### src/rtl/lsnn_spike_aer_pkg.sv
// Shared types and constants for the LSNN spike AER serializer.
package lsnn_spike_aer_pkg;

  localparam int unsigned EVT_W = 16;
  localparam int unsigned TS_W  = 8;
  localparam logic [7:0]  SAT_MAX = 8'd255;

  typedef enum logic [1:0] {
    ST_IDLE,
    ST_SEND_TS,
    ST_SEND_THR
  } aer_state_t;

  typedef struct packed {
    logic [TS_W-1:0] ts;
    logic [7:0]      thr;
  } aer_event_t;

  // Increment by one when inc is set, holding at SAT_MAX.
  function automatic logic [7:0] sat_add8(input logic [7:0] a, input logic inc);
    return (inc && (a != SAT_MAX)) ? a + 8'd1 : a;
  endfunction

endpackage

### src/rtl/lsnn_event_fifo.sv
// Event FIFO with combinational head output (no read latency).
module lsnn_event_fifo #(
  parameter int unsigned DEPTH = 4,
  parameter int unsigned W     = 16
) (
  input  logic                     clk,
  input  logic                     rst_n,
  input  logic                     push,
  input  logic [W-1:0]             push_data,
  input  logic                     pop,
  output logic [W-1:0]             pop_data,
  output logic                     full,
  output logic                     empty,
  output logic [$clog2(DEPTH):0]   level
);

  localparam int unsigned AW = $clog2(DEPTH);
  localparam int unsigned LW = AW + 1;

  logic [W-1:0]  mem [DEPTH];
  logic [AW-1:0] wr_ptr_q, rd_ptr_q;
  logic [LW-1:0] level_q;
  logic          do_push, do_pop;

  assign full     = (level_q == LW'(DEPTH));
  assign empty    = (level_q == '0);
  assign do_pop   = pop && !empty;
  assign do_push  = push && (!full || do_pop);
  assign pop_data = mem[rd_ptr_q];
  assign level    = level_q;

  // Storage array write port.
  always_ff @(posedge clk) begin
    if (do_push) mem[wr_ptr_q] <= push_data;
  end

  // Pointer and occupancy update; simultaneous push and pop keep the level.
  always_ff @(posedge clk) begin
    if (rst_n) begin
      wr_ptr_q <= '0;
      rd_ptr_q <= '0;
      level_q  <= '0;
    end else begin
      if (do_push) wr_ptr_q <= wr_ptr_q + AW'(1);
      if (do_pop)  rd_ptr_q <= rd_ptr_q + AW'(1);
      if (do_push && !do_pop)      level_q <= level_q + LW'(1);
      else if (do_pop && !do_push) level_q <= level_q - LW'(1);
    end
  end

endmodule

### src/rtl/lsnn_spike_aer.sv
// Spike event capture, FIFO queueing, two-byte AER serialization and rate window.
module lsnn_spike_aer
  import lsnn_spike_aer_pkg::*;
#(
  parameter int unsigned DEPTH    = 4,
  parameter int unsigned WIN_LOG2 = 4
) (
  input  logic                   clk,
  input  logic                   rst_n,
  input  logic                   ena,
  input  logic                   spike_in,
  input  logic [7:0]             thr_in,
  output logic [7:0]             out_data,
  output logic                   out_valid,
  output logic                   out_last,
  input  logic                   out_ready,
  output logic                   overflow,
  output logic [7:0]             drop_cnt,
  output logic [$clog2(DEPTH):0] fifo_level,
  output logic [7:0]             rate_out
);

  aer_state_t          state_q, state_d;
  aer_event_t          hold_q, fifo_head, push_evt;
  logic [TS_W-1:0]     ts_q;
  logic                capture, fifo_pop, load_hold, drop;
  logic                fifo_full, fifo_empty;
  logic [WIN_LOG2-1:0] win_q;
  logic [7:0]          spk_q, spk_next;

  assign capture  = ena && spike_in;
  assign push_evt = '{ts: ts_q, thr: thr_in};
  assign drop     = capture && fifo_full && !fifo_pop;

  lsnn_event_fifo #(
    .DEPTH (DEPTH),
    .W     (EVT_W)
  ) u_fifo (
    .clk       (clk),
    .rst_n     (rst_n),
    .push      (capture),
    .push_data (push_evt),
    .pop       (fifo_pop),
    .pop_data  (fifo_head),
    .full      (fifo_full),
    .empty     (fifo_empty),
    .level     (fifo_level)
  );

  // Free-running timestamp, independent of ena.
  always_ff @(posedge clk) begin
    if (rst_n) ts_q <= '0;
    else       ts_q <= ts_q + 8'd1;
  end

  // Serializer state and holding register.
  always_ff @(posedge clk) begin
    if (rst_n) begin
      state_q <= ST_IDLE;
      hold_q  <= '0;
    end else begin
      state_q <= state_d;
      if (load_hold) hold_q <= fifo_head;
    end
  end

  // Serializer next state; SEND_THR chains straight into the next event.
  always_comb begin
    state_d   = state_q;
    fifo_pop  = 1'b0;
    load_hold = 1'b0;
    unique case (state_q)
      ST_IDLE: begin
        if (!fifo_empty) begin
          fifo_pop  = 1'b1;
          load_hold = 1'b1;
          state_d   = ST_SEND_TS;
        end
      end
      ST_SEND_TS: begin
        if (out_ready) state_d = ST_SEND_THR;
      end
      ST_SEND_THR: begin
        if (out_ready) begin
          if (!fifo_empty) begin
            fifo_pop  = 1'b1;
            load_hold = 1'b1;
            state_d   = ST_SEND_TS;
          end else begin
            state_d = ST_IDLE;
          end
        end
      end
      default: state_d = ST_IDLE;
    endcase
  end

  // Output byte selection from the held event.
  always_comb begin
    out_data  = '0;
    out_valid = 1'b0;
    out_last  = 1'b0;
    unique case (state_q)
      ST_SEND_TS: begin
        out_valid = 1'b1;
        out_data  = hold_q.ts;
      end
      ST_SEND_THR: begin
        out_valid = 1'b1;
        out_last  = 1'b1;
        out_data  = hold_q.thr;
      end
      default: ;
    endcase
  end

  // Sticky overflow flag and saturating drop counter.
  always_ff @(posedge clk) begin
    if (rst_n) begin
      overflow <= 1'b0;
      drop_cnt <= '0;
    end else if (drop) begin
      overflow <= 1'b1;
      drop_cnt <= sat_add8(drop_cnt, 1'b1);
    end
  end

  assign spk_next = sat_add8(spk_q, spike_in);

  // Spike-rate window; frozen while ena is low.
  always_ff @(posedge clk) begin
    if (rst_n) begin
      win_q    <= '0;
      spk_q    <= '0;
      rate_out <= '0;
    end else if (ena) begin
      win_q <= win_q + WIN_LOG2'(1);
      if (&win_q) begin
        rate_out <= spk_next;
        spk_q    <= '0;
      end else begin
        spk_q <= spk_next;
      end
    end
  end

endmodule

### config.mk
export PLATFORM = sky130hd
export DESIGN_NAME = lsnn_spike_aer
export DESIGN_NICKNAME = d
export VERILOG_FILES = /design/src/rtl/lsnn_spike_aer_pkg.sv /design/src/rtl/lsnn_event_fifo.sv /design/src/rtl/lsnn_spike_aer.sv
export SDC_FILE = /design/constraint.sdc
export NUM_CORES = 1
export LEC_CHECK = 0
export CAP_MARGIN = 20
export CELL_PAD_IN_SITES_DETAIL_PLACEMENT = 1
export CELL_PAD_IN_SITES_GLOBAL_PLACEMENT = 1
export CORE_ASPECT_RATIO = 0.75
export CORE_UTILIZATION = 47
export CTS_CLUSTER_DIAMETER = 150
export DETAILED_ROUTE_END_ITERATION = 7
export PLACE_DENSITY_LB_ADDON = 0.08
export SYNTH_ARGS = -nofsm -noshare
export SYNTH_HDL_FRONTEND = slang
export SYNTH_SLANG_ARGS = --single-unit
### constraint.sdc
create_clock -name clk -period 3.41 [get_ports clk]
set_input_delay 0.5115 -clock clk [delete_from_list [all_inputs] [get_ports clk]]
set_output_delay 0.5115 -clock clk [all_outputs]
set_load 0.05 [all_outputs]
[Yosys cells after proc, flatten, opt, wreduce, memory -nomap -nowiden]
Memory sizes are Yosys's and may differ from the RTL's. A register that Yosys moved wholly into a read port is not among the register bits.
Index checks and enable logic that the tools add are counted.
Storage, ports and cells
  bits in read-only memories: 0
  register bits after elaboration: 46
  latch bits: 0
  output and inout port bits: 30
  bits of input ports: 13
  memories kept: 1
  word-level logic and storage cells: 66
  memory bits (writable): 64
Memories
  u_fifo.mem: words 4, bits a word 16, rd ports 1, clocked after memory_dff 1, write ports 1, RTL line lsnn_event_fifo.sv:20  | logic [W-1:0] mem [DEPTH];
Cells by class
  multiplexer cells: 17
  multipliers: 0
  reductions and logical operators: 22
  div/mod/pow operators: 0
  $add $sub $neg: 8
  eq/ne operators: 8
  $lt $le $gt $ge: 0
  bitwise logic cells: 0
  shift-type cells: 0
Operators by type and width (count)
  $add A8 B1 Y8 const B: 3
  $mux W8: 2
  $ne A8 B8 Y1 const B: 2
  $pmux W8 S2: 1
  $logic_and A1 B1 Y1: 8
  $mux W1: 7
  $mux W2: 3
  $mux W3: 2
  $ne A2 B2 Y1 const B: 3
  $pmux W2 S3: 1
  $logic_not A1 Y1: 5
  $reduce_and A5 Y1: 1
  $add A2 B1 Y2 const B: 2
  $add A4 B1 Y4 const B: 1
  $reduce_and A4 Y1: 1
  $add A3 B1 Y3 const B: 1
  $eq A3 B3 Y1 const B: 1
  $logic_not A3 Y1: 1
  $reduce_and A3 Y1: 1
  $sub A3 B1 Y3 const B: 1
  $eq A2 B1 Y1 const B: 1
  $eq A2 B2 Y1 const B: 1
  $logic_not A2 Y1: 1
  $pmux W1 S2: 1
  other kinds (4): 4

[Logic depth before layout (Yosys ltp)]
  depth in word-level cells: 11
  mapped depth: 12
  gate-level depth less buffers: 11

[Modules after synthesis]
A second synthesis with hierarchy kept.
Unflattened totals
  cells, all modules: 435
  area, all modules: 5410.2 um^2
Modules (own cells, without submodules)
  lsnn_event_fifo: cells each 132, times used 1, area each 2859.0 um^2
  lsnn_spike_aer: cells each 303, times used 1, area each 2551.2 um^2

[Worst setup path before layout]
No wires, ideal clock.
  path kind: register to register
  start: register state_q[0]
  end: register u_fifo.level_q[2], in the netlist u_fifo.level[2]
  data arrival time: 2.735 ns
  clock period less this slack: 2.805 ns
  path slack: 0.605 ns
  path buffers: 1
  cell stages (with the launch flop): 13
  cell sequence: dfxtp_1 inv_1 ha_1 a21oi_2 nor2_2 clkinv_1 buf_2 ha_1 inv_1 fa_1 xor2_1 or3_1 a21oi_1
Between the ends
  longest elaborated chain between the ends: 8
  elaborated cells on any way between the ends: 12
  those cells by class: eq/ne (1); mux (2); reduce/logical (9)
Ends and longest elaborated chain
  start, declared: RTL line lsnn_spike_aer.sv:23  | aer_state_t state_q, state_d;
  start signal, assigned: RTL line lsnn_spike_aer.sv:62  | state_q <= state_d;
  $eq A2 B2 Y1 or $logic_not A2 Y1 (tied branches): RTL line lsnn_spike_aer.sv:72  | unique case (state_q)
  $pmux W1 S2 (*): RTL line lsnn_spike_aer.sv:72
  $logic_and A1 B1 Y1 (*): RTL line lsnn_event_fifo.sv:27  | assign do_pop = pop && !empty;
  $logic_or A1 B1 Y1: RTL line lsnn_event_fifo.sv:28  | assign do_push = push && (!full || do_pop);
  $logic_and A1 B1 Y1: RTL line lsnn_event_fifo.sv:28
  $logic_not A1 Y1: RTL line lsnn_event_fifo.sv:47  | else if (do_pop && !do_push) level_q <= level_q - LW'(1);
  $logic_and A1 B1 Y1: RTL line lsnn_event_fifo.sv:47
  $reduce_bool A2 Y1 (no source line)
  end signal, assigned: RTL line lsnn_event_fifo.sv:46  | if (do_push && !do_pop) level_q <= level_q + LW'(1);
  end signal, assigned: RTL line lsnn_event_fifo.sv:47
  end, declared: RTL line lsnn_event_fifo.sv:22  | logic [LW-1:0] level_q;
Mark *: on every way between the ends. The rest lies on a longest branch, timed or not.
A chain may end at the register's enable or synchronous reset.

[Worst setup path in the final report]
  start: register state_q[0]
  end: output out_data[0]
Between the ends
  longest elaborated chain between the ends: 2
  elaborated cells on any way between the ends: 3
  those cells by class: eq/ne (2); mux (1)
Ends and longest elaborated chain
  $eq A2 B2 Y1 or $eq A2 B1 Y1 (tied branches): RTL line lsnn_spike_aer.sv:103  | unique case (state_q)
  $pmux W8 S2 (*): RTL line lsnn_spike_aer.sv:103
  end, declared: RTL line lsnn_spike_aer.sv:13  | output logic [7:0] out_data,
Marked as above.

==> Implementation_results.wiki <==
{| class="wikitable"
! Metric !! Value
|-
| Outcome || complete, no violations
|-
| Final estimated routing congestion in global placement || 0.8249
|-
| Post-route core utilization || 60.51%
|-
| Count of H-tree levels built during CTS || 4
|-
| Routed vias || 3526
|-
| Number of antenna violations at the first check in global routing || 0
|-
| Layout area overhead || 22.21%
|-
| Period utilisation layout || 89.85%
|-
| Worst slew margin relative to its limit || 35.62%
|-
| Fraction of layout cells with a size suffix above 1 || 11.97%
|-
| Cell count after synthesis || 427
|-
| Leading cell type in the layout, fill and taps excluded || edfxtp_1
|-
| Highest-count cells in the layout ignoring fill and taps || edfxtp_1 (64), dfxtp_1 (62), nand2_1 (50)
|-
| Via-per-instance ratio || 5.606
|-
| Setup repair after global routing missed its margin || false
|-
| Post CTS Setup Buffer Count || 0
|-
| Syn. warnings || 0
|-
| Final net count || 508
|-
| Layout Skew || 0.01112 ns
|-
| Buf/Inv on CP || 2
|-
| Kind of launch point of the worst setup path || flip-flop
|-
| Post-place setup slack || 0.5192 ns
|-
| Area of the mapped netlist || 5234 um2
|-
| Part of the power in combinational logic || 21.4%
|-
| Slew at the pin closest to its max-slew limit || 0.9643 ns
|-
| Crit end category || primary output
|-
| Number of I/O pins || 43
|-
| Hold_buf cts || 0
|-
| Via count of the first global-routing pass || 3677
|-
| All-layer global routing usage || 23.47%
|-
| Internal power component || 3331 uW
|-
| Syn_nets || 455
|-
| Synth Area per Inst || 12.26 um2
|-
| Final Slew Violations || 0
|-
| Starting utilization of the core area || 49.51%
|-
| Number of library cell types mapped by synthesis || 50
|-
| Flip-flop cell with the highest count after synthesis || edfxtp_1
|-
| Max rail drop VDD || 0.0003241 V
|-
| Accumulated negative setup slack || 0 ns
|-
| Flip-flop and latch count after synthesis || 126
|-
| Worst-path maximum fanout || 13
|-
| Crit path DAT || 2.55 ns
|-
| Number of antenna repair diodes || 0
|-
| CP required || 2.90 ns
|-
| Post-detailed-routing wire length || 12310 um
|-
| Detailed Route Iter0 Violations || 216
|-
| Portion of the post-synthesis area used by sequential elements || 60.44%
|-
| Clock Latency Late Sink || 0.41 ns
|-
| Avg WL per Cell || 19.57 um
|-
| Number of max-cap violations || 0
|-
| Critical path type || flip-flop to primary output
|-
| Quantity of I/O buffers inserted on ports || 42
|-
| Clock slew at the register clock pins of the worst setup and hold paths || 0.05 ns
|-
| Sw frac || 28.65%
|-
| Pre-antenna DRT Iters || 6
|-
| Number of cells upsized or downsized after cts || 0
|-
| Number of nets with antenna violations after routing || 0
|-
| Final global-route overflow total || 0
|-
| TritonCTS clock tree || yes
|-
| Core region area || 10570 um2
|-
| Cell with the largest stage delay on the worst path || clkdlybuf4s50_1
|-
| Net switching power of the design || 1338 uW
|-
| Number of flops mapped to enable cells by yosys || 64
|-
| Cell breakdown of the critical path || inv_1 > ha_1 > a22oi_1 > nor2b_1 > clkdlybuf4s50_1
|-
| Die Ht || 93.39 um
|-
| Wire length of the first global-routing pass || 19580 um
|-
| Maximum achievable frequency || 0.3264 GHz
|-
| Path category of the worst min-delay check || flip-flop to flip-flop
|-
| Fraction of synthesis flops using an asynchronous set or reset pin || 0%
|-
| Number of hold violations in the final report || 0
|-
| PwrDens || 729.9 nW/um2
|-
| Root buf cell || clkbuf_16
|-
| CP top delay family || buffers and inverters
|-
| Reg power frac || 40.1%
|-
| Worst Setup Slack, final || 0.3461 ns
|-
| Setup violation total in the final timing report || 0
|-
| Standby leakage power || 0.002187 uW
|-
| Floorplan die area || 11570 um2
|-
| # rows || 32
|-
| Horizontal extent of the die || 123.9 um
|-
| Delay of the slowest cell on the worst path || 0.83 ns
|-
| Number of buffers on the longest clock path || 2
|-
| Clock Sink Count || 126
|-
| Clock share of power || 38.5%
|-
| Half-perimeter wire length of the detailed placement result || 8090 um
|-
| Remaining design rule violation count || 0
|-
| Maximum number of pins on one net before global-route repair || 35
|-
| Final critical-path required period || 3.064 ns
|-
| CTS Buf Count || 17
|}
## cell usage after synthesis (2+ instances only)
library cell,count,area share [%]
and4_1,4,0.67
or3_1,3,0.36
o21a_1,2,0.29
nor2_1,26,1.9
a211oi_1,2,0.29
nor3_1,7,0.67
a22oi_1,8,1.1
or4_1,3,0.43
o21ai_0,11,1.1
buf_2,5,0.48
and4_4,2,0.43
xor2_1,9,1.5
nand4_1,5,0.60
dfxtp_1,62,24
mux4_2,16,6.9
and3_1,4,0.48
nand2b_1,2,0.24
edfxtp_1,64,37
xnor2_1,7,1.2
a31oi_1,7,0.84
a21oi_1,28,2.7
nor4_1,2,0.24
nor4b_1,3,0.50
o31ai_1,4,0.57
a311oi_1,2,0.33
mux2i_1,6,1.1
nand3_1,14,1.3
and2_1,7,0.84
clkbuf_1,11,0.79
nor2b_1,9,1.1
inv_1,11,0.79
nand2_1,50,3.6
ha_1,14,3.3
## metal layers
layer	wire [um]	GRT usage, %	vias to the layer above
li1	-	-	1685
met1	5918	33.11	1739
met2	5536	35.46	98
met3	787	6.585	4
met4	65	6.124	0
met5	0	0	-
## stage by stage
step           hold WS (ns)  area [um2]  std cells  total power [uW]
2_1_floorplan        0.4360        5234        427              2578
3_3_place_gp         0.4383        5809        597              2841
3_5_place_dp         0.4474        5809        597              2886
4_1_cts              0.4606        6396        629              4705
5_1_grt              0.4828        6396        629              4882
6_report             0.4573        6396        629              4669
## worst min-delay path, cell delays in order, from the launching register on
cell     delay, ns
dfxtp_1       0.32
nand2_1       0.05
o21ai_0       0.05
## final timing paths
path / start / endpoint / slack, ns / depth (start not counted)
hold / removal: rate_out[1] / rate_out[1] / 0.46 / 2
hold reg to reg: rate_out[1] / rate_out[1] / 0.46 / 2
setup reg to reg: state_q[0] / u_fifo.level[2] / 0.57 / 11
setup / recovery: state_q[0] / out_data[0] / 0.35 / 5
## kinds of logic (layout without fill, tap and decap cells)
family / count (synthesis) / count (layout) / share of synthesized area [%]
AOI/OAI and AO/OA: 74 / 74 / 8.869
xor gates and xnor gates: 16 / 16 / 2.678
adders and majority gates: 15 / 15 / 3.729
buffers and inverters: 30 / 96 / 2.486
DFF: 126 / 126 / 60.44
muxes: 22 / 22 / 8.033
and+or+nand+nor: 144 / 144 / 13.77
## power groups by stage
| stage | logic (uW) | registers [uW] | clock network (uW) |
|---|---|---|---|
| after detailed placement | 985 | 1900 | 0 |
| final | 1000 | 1870 | 1800 |
| after global routing | 1090 | 1890 | 1900 |
| after global placement | 953 | 1890 | 0 |
| after CTS | 1010 | 1870 | 1830 |
| after floorplan | 703 | 1870 | 0 |
## state kept, by name, summed over array words and instances, names as in the netlist, 3 cells and up
| register | cells |
|---|---|
| u_fifo.level | 3 |
| win_q | 4 |
| drop_cnt | 8 |
| ts_q | 8 |
| hold_q | 16 |
| rate_out | 8 |
| spk_q | 8 |
| u_fifo.mem | 64 |
## layout make-up
type                       count  area [um2]
fill                        1082        4174
sequential                   126        3163
multi-input combinational    271        1941
timing repair buffer          52       490.5
clock buffer                  26       479.2
tap                          136       170.2
clock inverter                 6       107.6
inverter                      12       45.04
Note: power is estimated with default switching activity, not from simulation.
